[src/rtl/spi_pkg.sv]
// spi_pkg: shared types and constants for the SPI slave core.
package spi_pkg;
    typedef logic [7:0] byte_t;
    typedef enum logic {IDLE, ACTIVE} state_t;
    localparam byte_t LOOPBACK_MASK = 8'h55;
    localparam int DEFAULT_FIFO_DEPTH = 8;
endpackage

[src/rtl/sync_fifo.sv]
// sync_fifo: show-ahead synchronous FIFO; a pop on a full FIFO frees room for a same-cycle push.
module sync_fifo #(
    parameter int WIDTH = 8,
    parameter int DEPTH = 8
) (
    input  logic             clk,
    input  logic             rst,
    input  logic             push,
    input  logic [WIDTH-1:0] din,
    input  logic             pop,
    output logic [WIDTH-1:0] dout,
    output logic             empty,
    output logic             full
);
    localparam int AW = $clog2(DEPTH);
    logic [WIDTH-1:0] mem [DEPTH];
    logic [AW-1:0] wr_ptr, rd_ptr;
    logic [AW:0] count;
    logic do_push, do_pop;
    assign empty = count == '0;
    assign full = count == (AW+1)'(DEPTH);
    assign do_pop = pop && !empty;
    assign do_push = push && (!full || do_pop);
    assign dout = mem[rd_ptr];
    always_ff @(posedge clk) begin
        if (rst) begin
            wr_ptr <= '0;
            rd_ptr <= '0;
            count <= '0;
        end else begin
            if (do_push) wr_ptr <= wr_ptr + AW'(1);
            if (do_pop) rd_ptr <= rd_ptr + AW'(1);
            count <= count + {{AW{1'b0}}, do_push} - {{AW{1'b0}}, do_pop};
        end
    end
    always_ff @(posedge clk)
        if (do_push) mem[wr_ptr] <= din;
endmodule

[src/rtl/spi_slave_core.sv]
// spi_slave_core: SPI mode-0 slave with RX/TX FIFOs, oversampled on MAX10_CLK1_50.
// Define SPI_LOOPBACK_EN to echo every received byte (XOR 0x55) into the TX FIFO.
module spi_slave_core import spi_pkg::*; #(
    parameter int FIFO_DEPTH = DEFAULT_FIFO_DEPTH
) (
    input  logic  MAX10_CLK1_50,
    input  logic  rst,
    input  logic  SPI_CLK,
    input  logic  SPI_MOSI,
    input  logic  SPI_CS,
    output logic  SPI_MISO,
    output logic  data_valid,
    output byte_t rx_data,
    output logic  rx_valid,
    input  logic  rx_ready,
    input  byte_t tx_data,
    input  logic  tx_valid,
    output logic  tx_ready,
    output logic  rx_overflow
);
    logic [2:0] sck_s, cs_s;
    logic [1:0] mosi_s;
    state_t state, state_nx;
    byte_t rx_shift, tx_shift, tx_head, tx_din;
    logic [2:0] bit_cnt;
    logic rx_pend, dv;
    logic sck_rise, sck_fall, cs_fall, cs_high, active, sample, shift_out, tx_load;
    logic rx_empty, rx_full, rx_pop, tx_empty, tx_full, tx_push, tx_pop, lb_push;

    // Synchronizers reset to 0 so a CS already low at reset release is not seen as a falling edge.
    always_ff @(posedge MAX10_CLK1_50) begin
        if (rst) begin
            sck_s <= '0;
            cs_s <= '0;
            mosi_s <= '0;
        end else begin
            sck_s <= {sck_s[1:0], SPI_CLK};
            cs_s <= {cs_s[1:0], SPI_CS};
            mosi_s <= {mosi_s[0], SPI_MOSI};
        end
    end

    assign sck_rise = sck_s[1] && !sck_s[2];
    assign sck_fall = !sck_s[1] && sck_s[2];
    assign cs_fall = !cs_s[1] && cs_s[2];
    assign cs_high = cs_s[1];

    always_ff @(posedge MAX10_CLK1_50)
        state <= rst ? IDLE : state_nx;

    always_comb begin
        state_nx = state;
        state_nx = (state == IDLE) ? (cs_fall ? ACTIVE : IDLE) : (cs_high ? IDLE : ACTIVE);
    end

    assign active = state == ACTIVE && !cs_high;
    assign sample = active && sck_rise;
    assign shift_out = active && sck_fall;
    assign tx_load = (state == IDLE && cs_fall) || (shift_out && bit_cnt == 3'd0);
    assign tx_pop = tx_load && !tx_empty;
    assign rx_valid = !rx_empty;
    assign rx_pop = rx_valid && rx_ready;
    assign SPI_MISO = state == ACTIVE && tx_shift[7];
    assign data_valid = state == ACTIVE && dv;

    always_ff @(posedge MAX10_CLK1_50) begin
        if (rst) begin
            rx_shift <= '0;
            tx_shift <= '0;
            bit_cnt <= '0;
            rx_pend <= 1'b0;
            dv <= 1'b0;
            rx_overflow <= 1'b0;
        end else begin
            rx_pend <= sample && bit_cnt == 3'd7;
            if (rx_pend && rx_full && !rx_pop) rx_overflow <= 1'b1;
            if (state == ACTIVE && cs_high) begin
                bit_cnt <= '0;
            end else if (sample) begin
                rx_shift <= {rx_shift[6:0], mosi_s[1]};
                bit_cnt <= bit_cnt + 3'd1;
            end
            if (tx_load) begin
                tx_shift <= tx_empty ? 8'h00 : tx_head;
                dv <= !tx_empty;
            end else if (shift_out) begin
                tx_shift <= {tx_shift[6:0], 1'b0};
            end
        end
    end

`ifdef SPI_LOOPBACK_EN
    assign lb_push = rx_pend && (!rx_full || rx_pop) && !tx_full;
`else
    assign lb_push = 1'b0;
`endif
    assign tx_ready = !tx_full && !lb_push;
    assign tx_push = lb_push || (tx_valid && tx_ready);
    assign tx_din = lb_push ? rx_shift ^ LOOPBACK_MASK : tx_data;

    sync_fifo #(.WIDTH(8), .DEPTH(FIFO_DEPTH)) u_rx_fifo (
        .clk(MAX10_CLK1_50),
        .rst(rst),
        .push(rx_pend),
        .din(rx_shift),
        .pop(rx_pop),
        .dout(rx_data),
        .empty(rx_empty),
        .full(rx_full)
    );

    sync_fifo #(.WIDTH(8), .DEPTH(FIFO_DEPTH)) u_tx_fifo (
        .clk(MAX10_CLK1_50),
        .rst(rst),
        .push(tx_push),
        .din(tx_din),
        .pop(tx_pop),
        .dout(tx_head),
        .empty(tx_empty),
        .full(tx_full)
    );
endmodule

[config.mk]
export PLATFORM = sky130hd
export DESIGN_NAME = spi_slave_core
export DESIGN_NICKNAME = d
export VERILOG_FILES = /design/src/rtl/spi_pkg.sv /design/src/rtl/sync_fifo.sv /design/src/rtl/spi_slave_core.sv
export SDC_FILE = /design/constraint.sdc
export NUM_CORES = 1
export LEC_CHECK = 0
export ABC_AREA = 1
export CAP_MARGIN = 25
export CORE_MARGIN = 1.5
export CORE_UTILIZATION = 53
export DETAILED_ROUTE_END_ITERATION = 6
export GPL_ROUTABILITY_DRIVEN = 0
export GPL_TIMING_DRIVEN = 0
export HOLD_SLACK_MARGIN = 0.05
export PLACE_DENSITY = 0.73
export REMOVE_ABC_BUFFERS = 1
export SYNTH_ARGS = -nofsm -noshare
export SYNTH_HDL_FRONTEND = slang
export SYNTH_HIERARCHICAL = 1
export SYNTH_SLANG_ARGS = --single-unit
[constraint.sdc]
create_clock -name MAX10_CLK1_50 -period 2.5 [get_ports MAX10_CLK1_50]
set_input_delay 0.5 -clock MAX10_CLK1_50 [delete_from_list [all_inputs] [get_ports MAX10_CLK1_50]]
set_output_delay 0.5 -clock MAX10_CLK1_50 [all_outputs]
set_load 0.05 [all_outputs]
### Word-level counts from Yosys, hierarchy flattened

Memories as Yosys holds them, arrays and structs flattened. A register that Yosys moved wholly into a read port is not among the register bits.
Cells that the tools add are included.

* RAM bits: 128
* memories kept: 2
* bits in registers: 51
* word-level logic and storage cells: 84

Memories
* u_rx_fifo.mem: words 8, width 8, read ports 1, clocked after Yosys merged registers in 1, write ports 1, line sync_fifo.sv:16 `logic [WIDTH-1:0] mem [DEPTH];`
* u_tx_fifo.mem: words 8, width 8, read ports 1, clocked after Yosys merged registers in 1, write ports 1, line sync_fifo.sv:16

* mux-type cells: 14
* reductions and logical operators: 38
* bitwise gates (word level): 2
* equal/unequal tests: 3
* $add $sub $neg: 9

Operators with widths (number)
* 2-to-1 mux 8 bit: 3
* logical AND 1 bit: 21
* adder 3 x 1 -> 3 bit (second input constant): 5
* 2-to-1 mux 3 bit: 4
* adder 4 x 1 -> 4 bit: 2
* equality test 4 bit (second input constant): 2
* logical NOT 1 bit: 8
* logical NOT 4 bit: 2
* subtractor 4 x 1 -> 4 bit: 2
* 2-to-1 mux 1 bit: 7
* equality test 3 bit (second input constant): 1
* logical NOT 3 bit: 1
* logical OR 1 bit: 3
* NOT 1 bit: 2
* AND reduction 2 bit: 1
* nonzero test 2 bit: 1
* OR reduction 2 bit: 1

### Depth between registers and ports, before layout

* word-level depth: 11
* mapped depth: 19

### Cells and area by module

Netlist, hierarchy kept.

By module, submodules not included
* sync_fifo: times used 2, area each 3210.6 um^2, cells an instance 288
* spi_slave_core: times used 1, area each 1325.0 um^2, cells an instance 182

### Worst setup path after synthesis

OpenSTA, ideal clock, no wires.

* path kind: register -> register
* from: reg bit_cnt[0]
* to: reg u_tx_fifo.count[2]
* slack: 135 ps
* library setup time: 119 ps
* clock period less this slack: 2365 ps
* data arrival time: 2245 ps
* required time: 2381 ps
* stages on the path, launching flop included: 18
* path through: dfxtp_1 > inv_1 > ha_1 > inv_1 > nor2_1 > inv_1 > nand2_2 > nand3_1 > inv_1 > nand2_4 > nor2_1 > inv_1 > nand2_1 > ha_1 > inv_1 > fa_1 > o21ai_0 > a21oi_1

* longest elaborated chain between the ends: 9

RTL lines
* from (decl): line spi_slave_core.sv:25 `logic [2:0] bit_cnt;`
* from (signal assigned): line spi_slave_core.sv:81 `bit_cnt <= bit_cnt + 3'd1;`
* logical NOT 3 bit *: line spi_slave_core.sv:59 `assign tx_load = (state == IDLE && cs_fall) || (shift_out && bit_cnt == 3'd0);`
* logical AND 1 bit *: line spi_slave_core.sv:59
* logical OR 1 bit *: line spi_slave_core.sv:59
* logical AND 1 bit *: line spi_slave_core.sv:60 `assign tx_pop = tx_load && !tx_empty;`
* via tx_pop: line spi_slave_core.sv:28 `logic rx_empty, rx_full, rx_pop, tx_empty, tx_full, tx_push, tx_pop, lb_push;`
* logical AND 1 bit *: line sync_fifo.sv:22 `assign do_pop = pop && !empty;`
* logical OR 1 bit: line sync_fifo.sv:23 `assign do_push = push && (!full || do_pop);`
* logical AND 1 bit: line sync_fifo.sv:23
* adder 4 x 1 -> 4 bit: line sync_fifo.sv:33 `count <= count + {{AW{1'b0}}, do_push} - {{AW{1'b0}}, do_pop};`
* subtractor 4 x 1 -> 4 bit *: line sync_fifo.sv:33
* to (signal assigned): line sync_fifo.sv:33
* to (decl): line sync_fifo.sv:18 `logic [AW:0] count;`

Mark *: on every way through the listed nets, which the timed path passes. The rest lies on a longest branch.
A chain may end at the register's enable or synchronous reset.

### Final worst setup path

* from: reg state
* to: reg u_tx_fifo.count[2]

* longest elaborated chain between the ends: 10
* elaborated cells on any way between the ends: 12
* classes of those cells: add/sub: 2; bitwise: 1; reduce/logical: 9

RTL lines
* from (decl): line spi_slave_core.sv:23 `state_t state, state_nx;`
* from (signal assigned): line spi_slave_core.sv:49 `state <= rst ? IDLE : state_nx;`
* logical AND 1 bit: line spi_slave_core.sv:56 `assign active = state == ACTIVE && !cs_high;`
* logical AND 1 bit: line spi_slave_core.sv:58 `assign shift_out = active && sck_fall;`
* logical AND 1 bit: line spi_slave_core.sv:59
* logical OR 1 bit *: line spi_slave_core.sv:59
* logical AND 1 bit *: line spi_slave_core.sv:60
* via tx_pop: line spi_slave_core.sv:28
* logical AND 1 bit *: line sync_fifo.sv:22
* logical OR 1 bit: line sync_fifo.sv:23
* logical AND 1 bit: line sync_fifo.sv:23
* adder 4 x 1 -> 4 bit: line sync_fifo.sv:33
* subtractor 4 x 1 -> 4 bit *: line sync_fifo.sv:33

Marked as above.

==> results.toml <==
[hold_path]
min_path_type = "reg2reg"
hold_end = "mosi_s[1]"
hold_depth = 2
hold_start = "mosi_s[0]"

[global_routing]
grt_max_degree = 34
grt_pass1_wl_um = 24000
overflow = 0
grt_use_total_pct = 20.8
grt_antenna_before_repair = 0
grt_pass1_vias = 5147

[timing]
finalHoldViolCount = 0
fmax_mhz = 419
worstMarginPinSlew_ns = 0.915
skew_ns = 0.00710
drv_slew = 0
holdWs_ns = 0.402
rsz0062_at_grt = "yes"
max_slew_margin_pct = 38.8
tns_ns = 0
setup_viol = 0
period_share_pct = 95.6
worst_slack_ns = 0.111
fin_crit_ns = 2.39

[yosys]
syn_avg_cell_area_um2 = 10.2
ys_ff_latch = 185
yosys.cell_types.count = 27
ys_seq_area_share_pct = 64.4
ys_warn_count = 6
syn_inst = 758
syn_area_um2 = 7750

[route]
wirelength_um = 14900
avgRoutedWirePerCell_um = 15.2
first_pass_iters = 5
via_count = 5342
drc = 0
viasPerCell = 5.46
ant_nets = 0
drt_iter0_drc = 547

[cells_and_area]
drive_above_1_share_pct = 11.5
final_common_cell = "nor2_1"
synthToLayoutAreaGrowth_pct = 13.9
fin_area_um2 = 8820
nets = 819
final_cell_mix = "nor2_1 (148), edfxtp_1 (128), nand2_1 (100), o21ai_1 (66), inv_1 (57)"
diodes = 0

[worst_setup_path]
cp_slowest_cell = "dfxtp_1"
cp.arrival_ns = 2.71
cp-end-kind = "register"
cpPeakStageDelay_ns = 0.40
path_max_fanout = 11
start_kind = "register"
crit_required_ns = 2.82
r2r-end = "u_tx_fifo/count[2]"
critPathKind = "reg2reg"
rrSetupSlack_ns = 0.11
worstRegToRegCells = 15
path_cells = "inv_2 -> nor2_4 -> nand2_2 -> nand2_8 -> nand3_2 -> inv_2 -> nand2_4 -> nand2_4 -> nand3_1 -> nand2_1 -> ha_1 -> inv_1 -> fa_1 -> o21ai_1 -> a21oi_1"
reg2reg_from = "state"

[clock_tree]
htreeDepth = 4
cts-buffers-inserted = 17
cts_tree = "yes"
cts_buffer_depth = 2
cts_root_buf = "clkbuf_16"
clkTransAtPathRegs_ns = 0.06
clkLatencyLatePin_ns = 0.43
clock_sinks = 185

[pwr]
p_total_uw = 8050
vdd_ir_drop_max_mv = 0.625
leakage_uw = 0.00345
p_per_area_nw_per_um2 = 913

[flow_run]
drv_cap = 0

[floorplan]
coreArea_um2 = 14100
ios = 28
die-height_um = 124
start_util_pct = 55.0
die_w_um = 124
die_area_um2 = 15400
rows = 43

[place]
post_dp_cell_area_um2 = 8110
numPortBuffers = 27
place_hpwl_um = 9280
pre_cts_ws_ns = -0.455

[run_status]
status = "finished clean"
-- layer usage --
| layer | wire, um | GRT usage, % | part of all wire, % |
|---|---|---|---|
| met5 | 0 | 0 | 0 |
| met4 | 264 | 8.10 | 1.8 |
| met3 | 746 | 4.72 | 5.0 |
| met2 | 7300 | 33.5 | 49 |
| met1 | 6580 | 27.7 | 44 |
-- worst max-delay path, delay by kind of cell (launching register included) --
family | cells | cell delay, ns
DFF | 1 | 0.40
and+or+nand+nor | 8 | 0.87
buffers and inverters | 3 | 0.24
adders and majority gates | 2 | 0.57
AOI/OAI and AO/OA | 2 | 0.20
-- where the power goes --
group          total [uW]  switching, uW  internal (uW)
clock network        2530           1050           1480
logic                1910           1310            602
registers            3610            163           3450
-- cell type report --
class                           instances  area, um^2
Inverter                               66         250
Multi-Input combinational cell        481        2500
Clock inverter                         11         105
Clock buffer                           21         450
Fill cell                            1099        5270
Tap cell                              180         225
Timing Repair Buffer                   34         295
Sequential cell                       185        4990
-- logic make-up (layout without fill, tap and decap cells) --
family	after synthesis	in the layout	share of synthesized area, %
buffers and inverters	93	132	5.10
AOI/OAI and AO/OA	149	149	9.63
DFF	185	185	64.4
and+or+nand+nor	310	311	17.4
adders and majority gates	19	19	3.26
xor gates and xnor gates	2	2	0.226
-- worst max-delay path by stage --
stage                     startpoint                 end  cells after the start
after CTS                 bit_cnt[0]  u_tx_fifo/count[2]                     17
after floorplan           bit_cnt[0]  u_tx_fifo/count[2]                     17
after global placement      register          rx_data[0]                      6
after detailed placement    register          rx_data[3]                      5
final                          state  u_tx_fifo/count[2]                     15
after global routing      bit_cnt[1]  u_tx_fifo/count[2]                     17
-- metrics by stage --
stage | instances | util, %
after floorplan | 731 | -
after global placement | 938 | 57.4
after detailed placement | 939 | 57.5
after CTS | 973 | 62.2
after global routing | 978 | 62.6
final | 978 | 62.6
-- cell usage after synthesis, drive strengths merged --
| cell | count | area share, % |
|---|---|---|
| nand3 | 23 | 1.8 |
| o21ai | 119 | 7.7 |
| xor2 | 2 | 0.23 |
| edfxtp | 128 | 50 |
| nor3b | 2 | 0.32 |
| fa | 2 | 0.52 |
| nand3b | 4 | 0.39 |
| inv | 65 | 3.1 |
| nand2 | 111 | 6.0 |
| nor2 | 162 | 7.9 |
| dfxtp | 57 | 15 |
| buf | 20 | 1.6 |
| ha | 17 | 2.7 |
| clkbuf | 7 | 0.34 |
| nor3 | 8 | 1.0 |
| a21oi | 30 | 1.9 |
| clkinv | 1 | 0.048 |
-- state kept, by name, summed over array words and instances, names as in the netlist, 2 cells and up, named ones only --
register and cells:
u_rx_fifo/mem 64, u_tx_fifo/mem 64, rx_shift 8, tx_shift 8
u_rx_fifo/count 4, u_tx_fifo/count 4, bit_cnt 3, cs_s 3
sck_s 3, u_rx_fifo/rd_ptr 3, u_rx_fifo/wr_ptr 3, u_tx_fifo/rd_ptr 3
u_tx_fifo/wr_ptr 3, mosi_s 2
-- what timing repair did --
action                                  in CTS  in global routing
resized for setup                           54                 31
pin swaps                                    0                  3
endpoints found under the setup margin     117                133
hold buffers                                 0                  0
setup buffers                                2                  3
cloned                                       0                  1
Power figures use the tool's default switching activity.
